$ cat config.mk
export PLATFORM = sky130hd
export DESIGN_NAME = bin_to_digit_latch
export DESIGN_NICKNAME = d
export VERILOG_FILES = /design/src/rtl/bin_to_digit_latch_pkg.sv /design/src/rtl/bin_to_digit_latch_bcd_add3.sv /design/src/rtl/bin_to_digit_latch.sv
export SDC_FILE = /design/constraint.sdc
export NUM_CORES = 1
export LEC_CHECK = 0
export CAP_MARGIN = 20
export CORE_UTILIZATION = 50
export CTS_BUF_LIST = sky130_fd_sc_hd__clkbuf_8
export DETAILED_ROUTE_END_ITERATION = 8
export GPL_ROUTABILITY_DRIVEN = 0
export MAX_ROUTING_LAYER = met4
export PLACE_DENSITY = 0.81
export SYNTH_ARGS = -nofsm -noshare
export SYNTH_HDL_FRONTEND = slang
export SYNTH_SLANG_ARGS = --single-unit
$ cat constraint.sdc
create_clock -name div_clk -period 1.9 [get_ports div_clk]
set_input_delay 0.475 -clock div_clk [delete_from_list [all_inputs] [get_ports div_clk]]
set_output_delay 0.475 -clock div_clk [all_outputs]
set_load 0.005 [all_outputs]
$ cat src/rtl/bin_to_digit_latch_pkg.sv
// rtl/bin_to_digit_latch_pkg.sv - shared constants and types for the binary-to-BCD display feeder
//
// Purpose: state encoding, display constants and sizes shared by
// bin_to_digit_latch and bcd_add3_nibble.
// Ports: none (package).
package bin_to_digit_latch_pkg;

  typedef enum logic [1:0] {
    ST_IDLE = 2'd0,
    ST_CONV = 2'd1,
    ST_LOAD = 2'd2
  } state_t;

  localparam logic [3:0]  DIGIT_BLANK = 4'hF;
  localparam logic [19:0] MAX_DISP    = 20'd999999;
  localparam int          NUM_DIGITS  = 6;
  localparam int          BCD_W       = 4 * NUM_DIGITS;

endpackage

$ cat src/rtl/bin_to_digit_latch_bcd_add3.sv
// rtl/bin_to_digit_latch_bcd_add3.sv - double-dabble nibble correction (add 3 when >= 5)
//
// Purpose: combinational correction applied to one BCD nibble before each
// left shift, so the shifted nibble carries correctly into the next decade.
// Ports:
//   nib_i  input  [3:0]  BCD nibble before correction
//   nib_o  output [3:0]  corrected nibble (no carry out; values 5..9 map to 8..12)
module bcd_add3_nibble (
  input  logic [3:0] nib_i,
  output logic [3:0] nib_o
);

  assign nib_o = (nib_i >= 4'd5) ? (nib_i + 4'd3) : nib_i;

endmodule

$ cat src/rtl/bin_to_digit_latch.sv
// rtl/bin_to_digit_latch.sv - sequential binary to six-digit BCD converter with atomic output update
//
// Purpose: accepts a binary value over a valid/ready handshake, converts it
// one bit per div_clk with shift-add-3, then loads all six display digits
// together in a single cycle. Values above 999999 show OVF_CODE on every digit.
// Optional build macro: LEADING_ZERO_BLANK_EN - blank leading zeros (num1..num5)
// with DIGIT_BLANK on non-overflow loads.
// Ports:
//   rst        input   async reset, active-low
//   div_clk    input   block clock (display scanner clock)
//   bin_in     input   [BIN_W-1:0] binary value
//   bin_valid  input   bin_in valid; captured when bin_valid && bin_ready
//   bin_ready  output  high in IDLE only
//   num1..num6 output  [3:0] BCD digits, num1 = 10^5 ... num6 = 10^0
//   upd_done   output  one-cycle pulse in the cycle num* change
module bin_to_digit_latch
  import bin_to_digit_latch_pkg::*;
#(
  parameter int         BIN_W    = 20,
  parameter logic [3:0] OVF_CODE = 4'hE
) (
  input  logic             rst,
  input  logic             div_clk,
  input  logic [BIN_W-1:0] bin_in,
  input  logic             bin_valid,
  output logic             bin_ready,
  output logic [3:0]       num1,
  output logic [3:0]       num2,
  output logic [3:0]       num3,
  output logic [3:0]       num4,
  output logic [3:0]       num5,
  output logic [3:0]       num6,
  output logic             upd_done
);

  // Step counter only needs to reach BIN_W-1 (max 19).
  localparam int         CNT_W     = 5;
  localparam logic [4:0] LAST_STEP = CNT_W'(BIN_W - 1);

  state_t             state_q, state_d;
  logic [BIN_W-1:0]   shift_q, shift_d;
  logic [BCD_W-1:0]   bcd_q, bcd_d;
  logic [CNT_W-1:0]   step_q, step_d;
  logic               ovf_q, ovf_d;
  logic [BCD_W-1:0]   disp_q, disp_d;
  logic               upd_done_q, upd_done_d;

  logic [BCD_W-1:0]   bcd_adj;
  logic [BCD_W-1:0]   disp_load;

  for (genvar g = 0; g < NUM_DIGITS; g++) begin : g_add3
    bcd_add3_nibble u_add3 (
      .nib_i (bcd_q[4*g +: 4]),
      .nib_o (bcd_adj[4*g +: 4])
    );
  end

  // Digits presented to the display at LOAD time (non-overflow case).
`ifdef LEADING_ZERO_BLANK_EN
  logic blank_run;
  always_comb begin
    disp_load = bcd_q;
    blank_run = 1'b1;
    // Walk from the most significant digit down to num5; num6 always shows.
    for (int i = NUM_DIGITS - 1; i >= 1; i--) begin
      if (blank_run && (bcd_q[4*i +: 4] == 4'd0)) begin
        disp_load[4*i +: 4] = DIGIT_BLANK;
      end else begin
        blank_run = 1'b0;
      end
    end
  end
`else
  always_comb begin
    disp_load = bcd_q;
  end
`endif

  always_comb begin
    state_d    = state_q;
    shift_d    = shift_q;
    bcd_d      = bcd_q;
    step_d     = step_q;
    ovf_d      = ovf_q;
    disp_d     = disp_q;
    upd_done_d = 1'b0;

    case (state_q)
      ST_IDLE: begin
        if (bin_valid) begin
          shift_d = bin_in;
          bcd_d   = '0;
          step_d  = '0;
          ovf_d   = (32'(bin_in) > 32'(MAX_DISP));
          state_d = ST_CONV;
        end
      end
      ST_CONV: begin
        // Correct every nibble, then shift the MSB of the binary value in.
        bcd_d   = {bcd_adj[BCD_W-2:0], shift_q[BIN_W-1]};
        shift_d = {shift_q[BIN_W-2:0], 1'b0};
        step_d  = step_q + 1'b1;
        if (step_q == LAST_STEP) begin
          state_d = ST_LOAD;
        end
      end
      ST_LOAD: begin
        disp_d     = ovf_q ? {NUM_DIGITS{OVF_CODE}} : disp_load;
        upd_done_d = 1'b1;
        state_d    = ST_IDLE;
      end
      default: begin
        state_d = ST_IDLE;
      end
    endcase
  end

  always_ff @(posedge div_clk or negedge rst) begin
    if (!rst) begin
      state_q    <= ST_IDLE;
      shift_q    <= '0;
      bcd_q      <= '0;
      step_q     <= '0;
      ovf_q      <= 1'b0;
      disp_q     <= '0;
      upd_done_q <= 1'b0;
    end else begin
      state_q    <= state_d;
      shift_q    <= shift_d;
      bcd_q      <= bcd_d;
      step_q     <= step_d;
      ovf_q      <= ovf_d;
      disp_q     <= disp_d;
      upd_done_q <= upd_done_d;
    end
  end

  assign bin_ready = (state_q == ST_IDLE);
  assign upd_done  = upd_done_q;
  assign num1      = disp_q[23:20];
  assign num2      = disp_q[19:16];
  assign num3      = disp_q[15:12];
  assign num4      = disp_q[11:8];
  assign num5      = disp_q[7:4];
  assign num6      = disp_q[3:0];

endmodule
* Yosys cells after proc, flatten, opt, wreduce, memory -nomap -nowiden
Cells that the tools add are included.
** Operators by class
- Magnitude comparators :: 7
- Equality and inequality tests :: 5
- Add/subtract/negate cells :: 7
- Reduce and logical (&&, ||, !) cells :: 5
- Muxes and demuxes :: 17
** Operators by type and width (number)
- two-way mux 24 bit :: 2
- one-hot mux 24 bit (2 select lines) :: 1
- one-hot mux 20 bit (2 select lines) :: 1
- greater-or-equal comparator 4 x 3 -> 1 bit, second input constant :: 6
- adder 4 x 2 -> 4 bit, second input constant :: 5
- greater-than comparator 20 bit, second input constant :: 1
- two-way mux 20 bit :: 1
- two-way mux 4 bit :: 5
- one-hot mux 5 bit (2 select lines) :: 1
- AND reduction 2 bit :: 3
- adder 5 x 1 -> 5 bit, second input constant :: 1
- equality test 5 bit, second input constant :: 1
- two-way mux 5 bit :: 1
- two-way mux 2 bit :: 2
- inequality test 2 bit, second input constant :: 2
- one-hot mux 2 bit (2 select lines) :: 1
- adder 3 x 2 -> 3 bit, second input constant :: 1
- two-way mux 3 bit :: 1
- equality test 2 x 1 -> 1 bit, second input constant :: 1
- equality test 2 bit, second input constant :: 1
- zero test 2 bit :: 1
- nonzero test 2 bit :: 1
- two-way mux 1 bit :: 1
** Word-level totals
- Flip-flop bits (word level) :: 77

* Depth between registers and ports, before layout
- Depth after elaboration :: 3
- Depth in mapped cells :: 6

* Hierarchy
From an unflattened synthesis, not the netlist that was laid out.
** Second synthesis, totals
- Cells, all modules :: 437
- Area total of the unflattened synthesis :: 3797.4 um2
** By module, submodules not included
- bin_to_digit_latch :: area an instance 3189.3 um2, instances 1, cells each 341
- bcd_add3_nibble :: area an instance 101.3 um2, instances 6, cells each 16

* Least setup slack after synthesis
No wires, ideal clock.
- Path type :: register to register
- Start point :: register bcd_q[8]
- End point :: register bcd_q[10]
- Slack :: 0.380 ns
- Data required time :: 1.817 ns
- Cell stages (with the launch flop) :: 7
- Arrival time :: 1.437 ns
- Cell sequence :: dfrtp_1 -> inv_1 -> ha_1 -> nand2b_1 -> a21oi_1 -> mux2_2 -> o21ai_0
** Between the ends
- Cells in the longest elaborated chain, start to end :: 3
- Elaborated cells on any way between the ends :: 4
** RTL lines
- from (decl) :: line bin_to_digit_latch.sv:42 : logic [BCD_W-1:0] bcd_q, bcd_d;
- from (signal assigned) :: line bin_to_digit_latch.sv:122 : bcd_q <= '0;
- from (signal assigned) :: line bin_to_digit_latch.sv:130 : bcd_q <= bcd_d;
- adder 4 x 2 -> 4 bit / greater-or-equal comparator 4 x 3 -> 1 bit (equally long branches) :: line bin_to_digit_latch_bcd_add3.sv:13 : assign nib_o = (nib_i >= 4'd5) ? (nib_i + 4'd3) : nib_i;
- two-way mux 4 bit (*) :: line bin_to_digit_latch_bcd_add3.sv:13
- one-hot mux 24 bit (2 select lines) (*) :: line bin_to_digit_latch.sv:88 : case (state_q)
Every way passes the cells marked *; elsewhere a longest branch is shown, timed or not.
A chain may end at the register's enable or synchronous reset.

* Final worst setup path
- Start point :: register bcd_q[16]
- End point :: register bcd_q[18]
The elaborated chain is that of the path after synthesis.

==> results.toml <==
[status]
status = "complete, no violations"

[die]
start_util_pct = 51.8
core_sq_um = 6790
row_count = 30
die_y_microns = 85.9
die_area_sq_um = 7370
fp.dieW_microns = 85.9
io_pins = 49

[timing]
slew_violations = 0
max_freq_mhz = 571
worst_slew_pin_slew_ps = 462
finalSetupViolCount = 0
skew_ps = 7.68
slew_headroom_pct = 69.2
hold_viol_final = 0
fin_crit_sh_pct = 92.1
final.setup.tns_ps = 0
timing.final.ws_setup_ps = 150
rsz0062_at_grt = "false"
fin_crit_ps = 1750

[synthesis]
syn_inst = 351
ys_async_sr_fraction_pct = 100
yosysWarningCount = 0
syn-cell-area_sq_um = 3520
synth_common_cells = "77 x dfrtp_1, 58 x nor2_1, 35 x nand2_1"
synth.area.top_cells = "dfrtp_1 55%, nor2_1 6.2%, o21ai_0 4.8%"
yosysMostFrequentCell = "dfrtp_1"
synth_top_area_share_pct = 54.8
ys_seq_elements = 77
yosysSeqAreaShare_pct = 54.8
synth_area_per_cell_sq_um = 10.0
synth_area_leader_cell = "dfrtp_1"
ys_types = 32
synth-main-ff-cell = "dfrtp_1"
synth_edf_count = 0
syn_nets = 387

[clock_network]
cts_tree = "yes"
clkTransAtPathRegs_ps = 80
clk_latency_ps = 350
postCtsHoldBufs = 0
clock-sinks = 77
numCtsBuffers = 9
root_buffer = "clkbuf_8"
clk_path_buf_depth = 2
htreeDepth = 3

[power_and_ir_drop]
p_total_mw = 6.77
p_leak_nw = 1.96
ir_drop_mv = 0.653
powerDensity_nw_per_um2 = 1560

[cells_and_area]
diodes = 0
area_growth_pct = 23.8
layout-drive-gt1-share_pct = 10.4
fin_nets = 445

[critical_path]
cp_data_arrival_time_ps = 2010
crit_path_start_kind = "register"
path_class = "register to register"
reg2reg_depth = 6
path_max_fanout = 4
cp-end-kind = "register"
cp.required_ps = 2160

[detailed_routing]
drc = 0
vias_per_cell = 5.35
vias = 2731
drtIter0Drc = 144
drt-total-wl_microns = 6940
drtPass1Iterations = 4
wire_per_inst_microns = 13.6
drtAntennaViolNets = 0

[flow_run]
max-cap-violations = 0

[global_route]
grtUsageTotal_pct = 21.8
grt_first_pass_wirelength_microns = 12000
grt_max_degree = 78
grt_pass1_vias = 2576
gr-total-overflow = 0
antenna_found_initial = 0

[place]
hpwl_microns = 4670
place_ws_ps = -147
port_buffers = 48

[min_path]
hp-class = "input pin to async pin"
==> area by class of cell <==
class	count	area, sq um
Clock inverter	6	31.3
Multi-Input combinational cell	240	1430
Fill cell	564	2440
Inverter	14	52.6
Clock buffer	10	138
Sequential cell	77	1930
Tap cell	96	120
Timing Repair Buffer	67	661
==> cells by family after synthesis <==
family                   synth area share [%]
multiplexers                             1.89
buffers and inverters                    4.73
flip-flops                               54.8
AND/OR/NAND/NOR                          14.2
AO/OA/AOI/OAI                            17.0
XOR/XNOR                                 2.74
adder cells (fa/ha/maj)                  4.62
==> routing by layer <==
| metal | track usage [%] | up-vias | part of all wire, % |
|---|---|---|---|
| li1 | - | 1343 | - |
| met1 | 28.2 | 1310 | 47 |
| met2 | 33.1 | 65 | 48 |
| met3 | 4.52 | 13 | 4.0 |
| met4 | 9.85 | 0 | 1.5 |
| met5 | - | - | 0 |
==> placed cells by master, fill, tap and decap left out, types with 3 or more instances in the layout <==
cell,Yosys,final
dfrtp_1,77,77
nor2_1,58,57
clkdlybuf4s50_1,0,46
nand2_1,35,35
o21ai_0,34,34
o22ai_1,25,25
buf_4,4,17
inv_1,14,16
ha_1,13,13
o31ai_1,12,12
clkbuf_8,0,10
nand2b_1,8,8
a21oi_1,7,7
a32o_1,6,6
xnor2_1,6,6
nand3_1,5,5
xor2_1,5,5
o32ai_1,5,5
mux2_2,5,5
nand4_1,3,3
clkinv_2,0,3
buf_12,0,3
==> flip-flops by register name, summed over array words and instances (netlist names) <==
register,cells
step_q,5
disp_q,24
bcd_q,24
ovf_q,1
shift_q,20
state_q,2
upd_done,1
==> stage by stage <==
stage	utilization, %	hold slack [ps]	area, sq um	std cells
final	64.1	138	4360	510
after global routing	64.1	163	4360	510
after CTS	64.0	150	4350	509
after detailed placement	61.3	466	4170	492
after global placement	61.3	451	4170	492
after floorplan	-	179	3520	351
==> path summary, 6_finish.rpt <==
kind | from | to | slack (ps)
setup reg to reg | bcd_q[16] | bcd_q[18] | 150
min in group div_clk | shift_q[19] | bcd_q[0] | 480
max in group asynchronous | rst | step_q[0] | 1460
hold / removal | rst | disp_q[3] | 140
hold reg to reg | shift_q[19] | bcd_q[0] | 480
setup / recovery | bcd_q[16] | bcd_q[18] | 150
==> critical path, cell delays in order (launching register included) <==
cell	delay, ps
dfrtp_1	410
inv_1	150
ha_1	250
nand2b_1	70
a21oi_1	270
mux2_2	370
o21ai_0	140
==> power by group <==
group	total, mW	switching (mW)	internal [mW]
clock	1.07	0.573	0.496
sequential	2.74	0.470	2.27
combinational	2.97	1.47	1.50
total	6.77	2.51	4.26
==> timing repair <==
| action | in CTS | in global routing |
|---|---|---|
| gates resized for setup | 1 | 1 |
| setup buffers | 1 | 1 |
| endpoints found under the setup margin | 1 | 1 |
Note: power is estimated with default switching activity, not from simulation.
